$ cat src/rtl/bist_engine.sv
// bist_engine: self-test controller for one scan-inserted UUT.
// An LFSR generates the patterns and a scan sequencer drives them through the chain.
// A MISR compacts the UUT responses, and the final signature is compared against GOLDEN.
module bist_engine #(
    parameter int                 IN_W      = 4,
    parameter int                 OUT_W     = 4,
    parameter int                 LFSR_W    = 16,
    parameter logic [LFSR_W-1:0]  LFSR_TAPS = 16'hB400,
    parameter int                 SIG_W     = 8,
    parameter logic [SIG_W-1:0]   MISR_TAPS = 8'hB8,
    parameter int                 CHAIN_LEN = 8,
    parameter int                 PATTERNS  = 16,
    parameter logic [SIG_W-1:0]   GOLDEN    = 8'h27,
    localparam int                CNT_W     = $clog2(PATTERNS + 1),
    localparam int                SH_W      = $clog2(CHAIN_LEN + 1)
) (
    input  logic               clock,
    input  logic               reset,
    input  logic               bist_start,
    input  logic [LFSR_W-1:0]  lfsr_seed,
    input  logic [IN_W-1:0]    func_in,
    output logic [IN_W-1:0]    uut_in,
    input  logic [OUT_W-1:0]   uut_out,
    output logic               scan_en,
    output logic               scan_in,
    input  logic               scan_out,
    output logic               bist_running,
    output logic               bist_end,
    output logic [SIG_W-1:0]   signature,
    output logic               pass_fail,
    output logic [CNT_W-1:0]   pattern_cnt
);

    typedef enum logic [2:0] {
        ST_IDLE    = 3'd0,
        ST_SEED    = 3'd1,
        ST_SHIFT   = 3'd2,
        ST_CAPTURE = 3'd3,
        ST_UNLOAD  = 3'd4,
        ST_COMPARE = 3'd5,
        ST_DONE    = 3'd6
    } state_t;

    localparam logic [SH_W-1:0]  SH_LAST  = SH_W'(CHAIN_LEN - 1);
    localparam logic [CNT_W-1:0] CNT_LAST = CNT_W'(PATTERNS);

    // Fibonacci LFSR step: shift left, feed back the parity of the tapped bits.
    function automatic logic [LFSR_W-1:0] lfsr_step(input logic [LFSR_W-1:0] v);
        return {v[LFSR_W-2:0], ^(v & LFSR_TAPS)};
    endfunction

    // MISR step: LFSR-style shift with the parallel response folded in.
    function automatic logic [SIG_W-1:0] misr_step(input logic [SIG_W-1:0] v,
                                                   input logic [SIG_W-1:0] resp);
        return {v[SIG_W-2:0], ^(v & MISR_TAPS)} ^ resp;
    endfunction

    state_t             state_q, state_d;
    logic [LFSR_W-1:0]  lfsr_q, lfsr_d;
    logic [SIG_W-1:0]   misr_q, misr_d;
    logic [SH_W-1:0]    shcnt_q, shcnt_d;
    logic [CNT_W-1:0]   pcnt_q, pcnt_d;
    logic               pass_q, pass_d;
    logic               scan_en_q, running_q, end_q;
    logic [SIG_W-1:0]   resp_s;
    logic [CNT_W-1:0]   pcnt_inc_s;

    assign resp_s     = SIG_W'({uut_out, scan_out});
    assign pcnt_inc_s = pcnt_q + CNT_W'(1);

    // Next-state and datapath: every register holds unless the current state says otherwise.
    always_comb begin
        state_d = state_q;
        lfsr_d  = lfsr_q;
        misr_d  = misr_q;
        shcnt_d = shcnt_q;
        pcnt_d  = pcnt_q;
        pass_d  = pass_q;
        case (state_q)
            ST_IDLE: begin
                if (bist_start) begin
                    state_d = ST_SEED;
                end else begin
                    state_d = ST_IDLE;
                end
            end
            ST_SEED: begin
                // An all-zero seed would lock the LFSR, so it is replaced by 1.
                lfsr_d  = (lfsr_seed == {LFSR_W{1'b0}}) ? LFSR_W'(1) : lfsr_seed;
                misr_d  = {SIG_W{1'b0}};
                shcnt_d = {SH_W{1'b0}};
                pcnt_d  = {CNT_W{1'b0}};
                pass_d  = 1'b0;
                state_d = ST_SHIFT;
            end
            ST_SHIFT: begin
                lfsr_d = lfsr_step(lfsr_q);
                misr_d = misr_step(misr_q, resp_s);
                if (shcnt_q == SH_LAST) begin
                    shcnt_d = {SH_W{1'b0}};
                    state_d = ST_CAPTURE;
                end else begin
                    shcnt_d = shcnt_q + SH_W'(1);
                end
            end
            ST_CAPTURE: begin
                lfsr_d  = lfsr_step(lfsr_q);
                misr_d  = misr_step(misr_q, resp_s);
                pcnt_d  = pcnt_inc_s;
                shcnt_d = {SH_W{1'b0}};
                if (pcnt_inc_s == CNT_LAST) begin
                    state_d = ST_UNLOAD;
                end else begin
                    state_d = ST_SHIFT;
                end
            end
            ST_UNLOAD: begin
                lfsr_d = lfsr_step(lfsr_q);
                misr_d = misr_step(misr_q, resp_s);
                if (shcnt_q == SH_LAST) begin
                    shcnt_d = {SH_W{1'b0}};
                    state_d = ST_COMPARE;
                end else begin
                    shcnt_d = shcnt_q + SH_W'(1);
                end
            end
            ST_COMPARE: begin
                pass_d  = (misr_q == GOLDEN);
                state_d = ST_DONE;
            end
            ST_DONE: begin
                if (!bist_start) begin
                    state_d = ST_IDLE;
                end else begin
                    state_d = ST_DONE;
                end
            end
            default: begin
                state_d = ST_IDLE;
            end
        endcase
    end

    // State, datapath and decoded status flags; reset aborts any run in progress.
    always_ff @(posedge clock or posedge reset) begin
        if (reset) begin
            state_q   <= ST_IDLE;
            lfsr_q    <= LFSR_W'(1);
            misr_q    <= {SIG_W{1'b0}};
            shcnt_q   <= {SH_W{1'b0}};
            pcnt_q    <= {CNT_W{1'b0}};
            pass_q    <= 1'b0;
            scan_en_q <= 1'b0;
            running_q <= 1'b0;
            end_q     <= 1'b0;
        end else begin
            state_q   <= state_d;
            lfsr_q    <= lfsr_d;
            misr_q    <= misr_d;
            shcnt_q   <= shcnt_d;
            pcnt_q    <= pcnt_d;
            pass_q    <= pass_d;
            scan_en_q <= (state_d == ST_SHIFT) || (state_d == ST_UNLOAD);
            running_q <= (state_d != ST_IDLE) && (state_d != ST_DONE);
            end_q     <= (state_d == ST_DONE);
        end
    end

    assign scan_en      = scan_en_q;
    assign bist_running = running_q;
    assign bist_end     = end_q;
    assign signature    = misr_q;
    assign pass_fail    = pass_q;
    assign pattern_cnt  = pcnt_q;
    assign scan_in      = lfsr_q[LFSR_W-1];
    assign uut_in       = running_q ? lfsr_q[IN_W-1:0] : func_in;

endmodule

$ cat config.mk
export PLATFORM = sky130hd
export DESIGN_NAME = bist_engine
export DESIGN_NICKNAME = d
export VERILOG_FILES = /design/src/rtl/bist_engine.sv
export SDC_FILE = /design/constraint.sdc
export NUM_CORES = 1
export LEC_CHECK = 0
export BUFFER_PORTS_ARGS = -buffer_cell sky130_fd_sc_hd__buf_2
export CAP_MARGIN = 20
export CORE_UTILIZATION = 30
export CTS_CLUSTER_SIZE = 40
export DETAILED_ROUTE_END_ITERATION = 10
export PLACE_DENSITY = 0.51
export SLEW_MARGIN = 20
export SYNTH_ARGS = -nofsm -noshare
export SYNTH_HDL_FRONTEND = slang
export SYNTH_SLANG_ARGS = --single-unit
$ cat constraint.sdc
create_clock -name clock -period 2.7 [get_ports clock]
set_input_delay 0.81 -clock clock [delete_from_list [all_inputs] [get_ports clock]]
set_output_delay 0.81 -clock clock [all_outputs]
set_load 0.005 [all_outputs]
==> Word-level counts from Yosys, hierarchy flattened <==
Index checks and enable logic that the tools add are counted.
{ "op_classes": {"muxes": 14, "reduce_logical": 14, "n_eq_ne": 13, "bitwise": 1, "addsub": 2} }
{ "ops": {"columns": ["op", "count"], "rows": [
  ["$pmux 16 s2", 1],
  ["$pmux 3 s7", 1],
  ["$logic_not 16->1", 1],
  ["$mux 16", 1],
  ["$pmux 8 s2", 1],
  ["$reduce_xor 16->1", 1],
  ["$eq 3x3->1 const B", 5],
  ["$mux 3", 4],
  ["$pmux 5 s2", 1],
  ["$eq 3x2->1 const B", 3],
  ["$eq 8x6->1 const B", 1],
  ["$mux 4", 2],
  ["$pmux 4 s2", 1],
  ["$reduce_bool 2->1", 4],
  ["$reduce_xor 8->1", 1],
  ["$xor 8x5->8", 1],
  ["$add 5x1->5 const B", 1],
  ["$eq 5x5->1 const B", 1],
  ["$add 4x1->4 const B", 1],
  ["$eq 4x3->1 const B", 1],
  ["$reduce_or 2->1", 2],
  ["$eq 3x1->1 const B", 1],
  ["$logic_not 3->1", 1],
  ["$ne 3x3->1 const B", 1],
  ["6 further kinds", 6]
]} }
{ "totals": {"wordCells": 53, "input_bits": 28, "out_inout_bits": 22, "ff_bits": 40} }

==> Longest topological paths before layout <==
{ "logic_depth": {"word_depth": 6, "mapped_depth": 7, "ltp_nobuf": 5} }

==> Worst setup path after synthesis <==
No wires, ideal clock.
{ "synth_path": {"path_kind": "input to output", "from": "input port func_in[0]", "to": "output port uut_in[0]", "arrival_ns": 1.062, "path_buffers": 0, "path_stages": 1, "required_time_ns": 1.890, "slack_ns": 0.828, "cell_sequence": "mux2_2"} }
{ "synth_between": {"elab_chain_cells": 1} }
{ "synth_lines": {"columns": ["element", "line", "text"], "rows": [
  ["from (decl)", "21", "input logic [IN_W-1:0] func_in,"],
  ["$mux 4", "176", "assign uut_in = running_q ? lfsr_q[IN_W-1:0] : func_in;"],
  ["to (decl)", "22", "output logic [IN_W-1:0] uut_in,"]
]} }
No other way between the ends.

==> Worst setup path in the final report <==
Ends and elaborated chain as after synthesis.

==> reports/summary.txt <==
H-tree depth = 2
Clock root buffer = sky130_fd_sc_hd__clkbuf_8
Clock Sink Count = 40
IR Drop Worst-Case VDD = 0.000227 V
Avg WL per Cell = 13.7 um
Cell types with the largest area share after synthesis = sky130_fd_sc_hd__dfrtp_1 46%, sky130_fd_sc_hd__nand2_1 8.5%, sky130_fd_sc_hd__a22oi_1 6.4%, sky130_fd_sc_hd__xnor2_1 4.1%, sky130_fd_sc_hd__nand3_1 3.8%
Cell area after synthesis = 2120 um^2
Share of total power in sequential cells = 52.7%
Vertical die dimension = 86.1 um
Count of antenna diodes in the layout = 0
Critical Path AT = 1.28 ns
Leak Pwr = 1.13 nW
Dominant cell type by area after synthesis = sky130_fd_sc_hd__dfrtp_1
DRT iter0 DRCs = 88
Worst-skew pair later-pin latency = 0.29 ns
Setup repair after global routing missed its margin = no
Global router's overall resource usage = 14.7%
Fmax achieved = 479 MHz
Initial antenna violation count = 0
Post-Synthesis Cells = 224
Kind of critical path = input pin to output port
Mapped Nets = 255
Area growth from synthesis to layout = 19.3%
Relative contribution of the clock network to total power = 27.5%
Worst EP required = 1.89 ns
Post-detail-place hpwl = 3.56 mm
Post-synth top area share = 46.0%
Clock period minus final worst setup slack = 2.09 ns
Asr flop ratio synth = 100%
Accumulated negative setup slack = 0 ns
Portion of the clock cycle consumed by the worst path in the final layout = 77.3%
Total Wirelength = 5.06 mm
Flops & latches, synth = 40
Post-CTS Resized = 0
Clk buf depth = 2
Most common cell after layout, fill and taps aside = sky130_fd_sc_hd__buf_2
Gr ovfl total = 0
First-pass detailed-route iteration total = 4
Fraction of layout cells with a size suffix above 1 = 26.3%
P_int = 0.996 mW
Critical Path End Type = output port
DRC violation count after routing = 0
CTS tree = built
Die Span X = 86.1 um
Most common flop cell mapped by yosys = sky130_fd_sc_hd__dfrtp_1
Startpoint type of the worst setup path = input pin
Max-Cap Viols = 0
Portion of the post-synthesis area used by sequential elements = 47.3%
IO buf count = 49
Final Max Tran Viols = 0
Count of endpoints failing hold in the final timing report = 0
Max Clock Skew = 0.00778 ns
Core footprint = 6790 um^2
PD cells = 551 nW/um^2
Wire length of the first global-routing pass = 8.45 mm
Portion of total power attributed to combinational logic = 19.7%
FP Rows = 30
Net Switching = 0.397 mW
Yosys warning total = 0
Hold buffer count at cts = 0
Largest net degree at the start of global routing = 41
Cell Chain, Critical Path = buf_2 -> mux2_2 -> buf_2
Total die area = 7410 um^2
Post-synthesis area per instance = 9.46 um^2
Max stage delay on crit path = 0.25 ns
Critical Path Slowest Stage Cell = sky130_fd_sc_hd__mux2_2
Final ANT Viol Nets = 0
Design Power = 1.39 mW
Worst Tran Pin Value = 0.622 ns
Synth cell types = 48
Sw Share = 28.5%
Clock buffers created by TritonCTS = 5
Number of setup buffers added after CTS = 0
Via Count = 1820
Outcome = finished clean
Number of enable-type register cells in the synthesized netlist = 0
Kind of cell with the highest combined delay on the critical path = multiplexers
Critical path buffer and inverter count = 2
Routability Congestion = 0.746
Critical path fanouts, max = 1
Worst min-delay path category = flop to flop
IO Count = 50
Vias in the first global route = 1685
Setup violation total in the final timing report = 0
Slew HR = 58.4%
Effective utilization at floorplan = 31.2%
Leading cell types in the layout, fill and taps excluded = 49 x sky130_fd_sc_hd__buf_2, 48 x sky130_fd_sc_hd__nand2_1, 39 x sky130_fd_sc_hd__dfrtp_1
Cell seen most often among critical-path stages = sky130_fd_sc_hd__buf_2
Post-detailed-route via-to-cell ratio = 4.92
Net count of the finished layout = 304
Clock slew seen by the registers of the worst setup and hold paths = 0.08 ns
final cells by class:
cell class                      instances  area [um^2]
Fill cell                             688         4270
Multi-Input combinational cell        167         1020
Sequential cell                        40         1000
Timing Repair Buffer                   54          283
Tap cell                               96          120
Clock buffer                            7         76.3
Inverter                                5         18.8
Clock inverter                          1         5.00
registers in the layout, indices dropped and copies added (netlist names), 3 cells and up:
signal	flops
lfsr_q	16
pattern_cnt	5
shcnt_q	4
signature	8
state_q	3
per-layer routing:
layer / vias up / part of all wire [%] / track usage [%]
met1: 855 / 49 / 21.0
met5: - / 0 / 0
li1: 902 / - / -
met3: 5 / 5.5 / 3.56
met2: 58 / 44 / 21.6
met4: 0 / 1.4 / 5.00
cell families (layout without fill, tap and decap cells):
logic type,Yosys count,in the layout,synth area share [%]
mux,7,7,3.60
xor+xnor,11,11,4.55
simple gates,93,93,21.5
buf+inv,17,67,4.43
fa+ha+maj,3,3,1.77
flops,40,40,47.3
compound gates,53,53,16.8
tightest hold or removal path, stage by stage (launching register included):
cell and delay, ns:
sky130_fd_sc_hd__dfrtp_1 0.35, sky130_fd_sc_hd__nand2_1 0.04, sky130_fd_sc_hd__o21ai_0 0.06
cells in the mapped netlist, drive strengths merged (2+ instances only):
cell	instances
mux2i	2
o21ai	15
clkbuf	4
nor4	4
o221ai	2
xnor2	10
nand2b	2
a21oi	6
nor3b	2
mux2	5
nand3	16
o211ai	3
ha	3
nor2b	2
nor2	5
buf	8
o22ai	2
a22oi	18
nand2	48
nor3	2
nand4	2
inv	5
dfrtp	39
power by group through the flow:
| stage | logic (mW) | registers (mW) | clock network [mW] |
|---|---|---|---|
| detailed placement | 0.277 | 0.749 | 0 |
| global placement | 0.273 | 0.749 | 0 |
| finish | 0.275 | 0.735 | 0.384 |
| floorplan | 0.159 | 0.741 | 0 |
| CTS | 0.280 | 0.736 | 0.405 |
| global route | 0.310 | 0.750 | 0.429 |
worst paths after layout:
kind	from	to	slack, ns	cells past startpoint
worst max register to register	state_q[1]	lfsr_q[4]	0.79	4
min in group asynchronous	reset	bist_end	0.64	3
worst max-delay path	func_in[0]	uut_in[0]	0.61	3
worst min register to register	pass_fail	pass_fail	0.48	2
worst min-delay path	pass_fail	pass_fail	0.48	2
max in group asynchronous	reset	lfsr_q[0]	1.69	3
stage by stage:
stage	cells	cell area (um^2)	util [%]	hold WS, ns	setup slack, ns
detailed placement	362	2450	36.0	0.471	0.608
finish	370	2530	37.2	0.481	0.612
global placement	362	2450	36.0	0.463	0.623
floorplan	224	2120	-	0.447	0.828
global route	370	2530	37.2	0.502	0.587
CTS	370	2530	37.2	0.489	0.608
(Power assumes the default switching activity.)
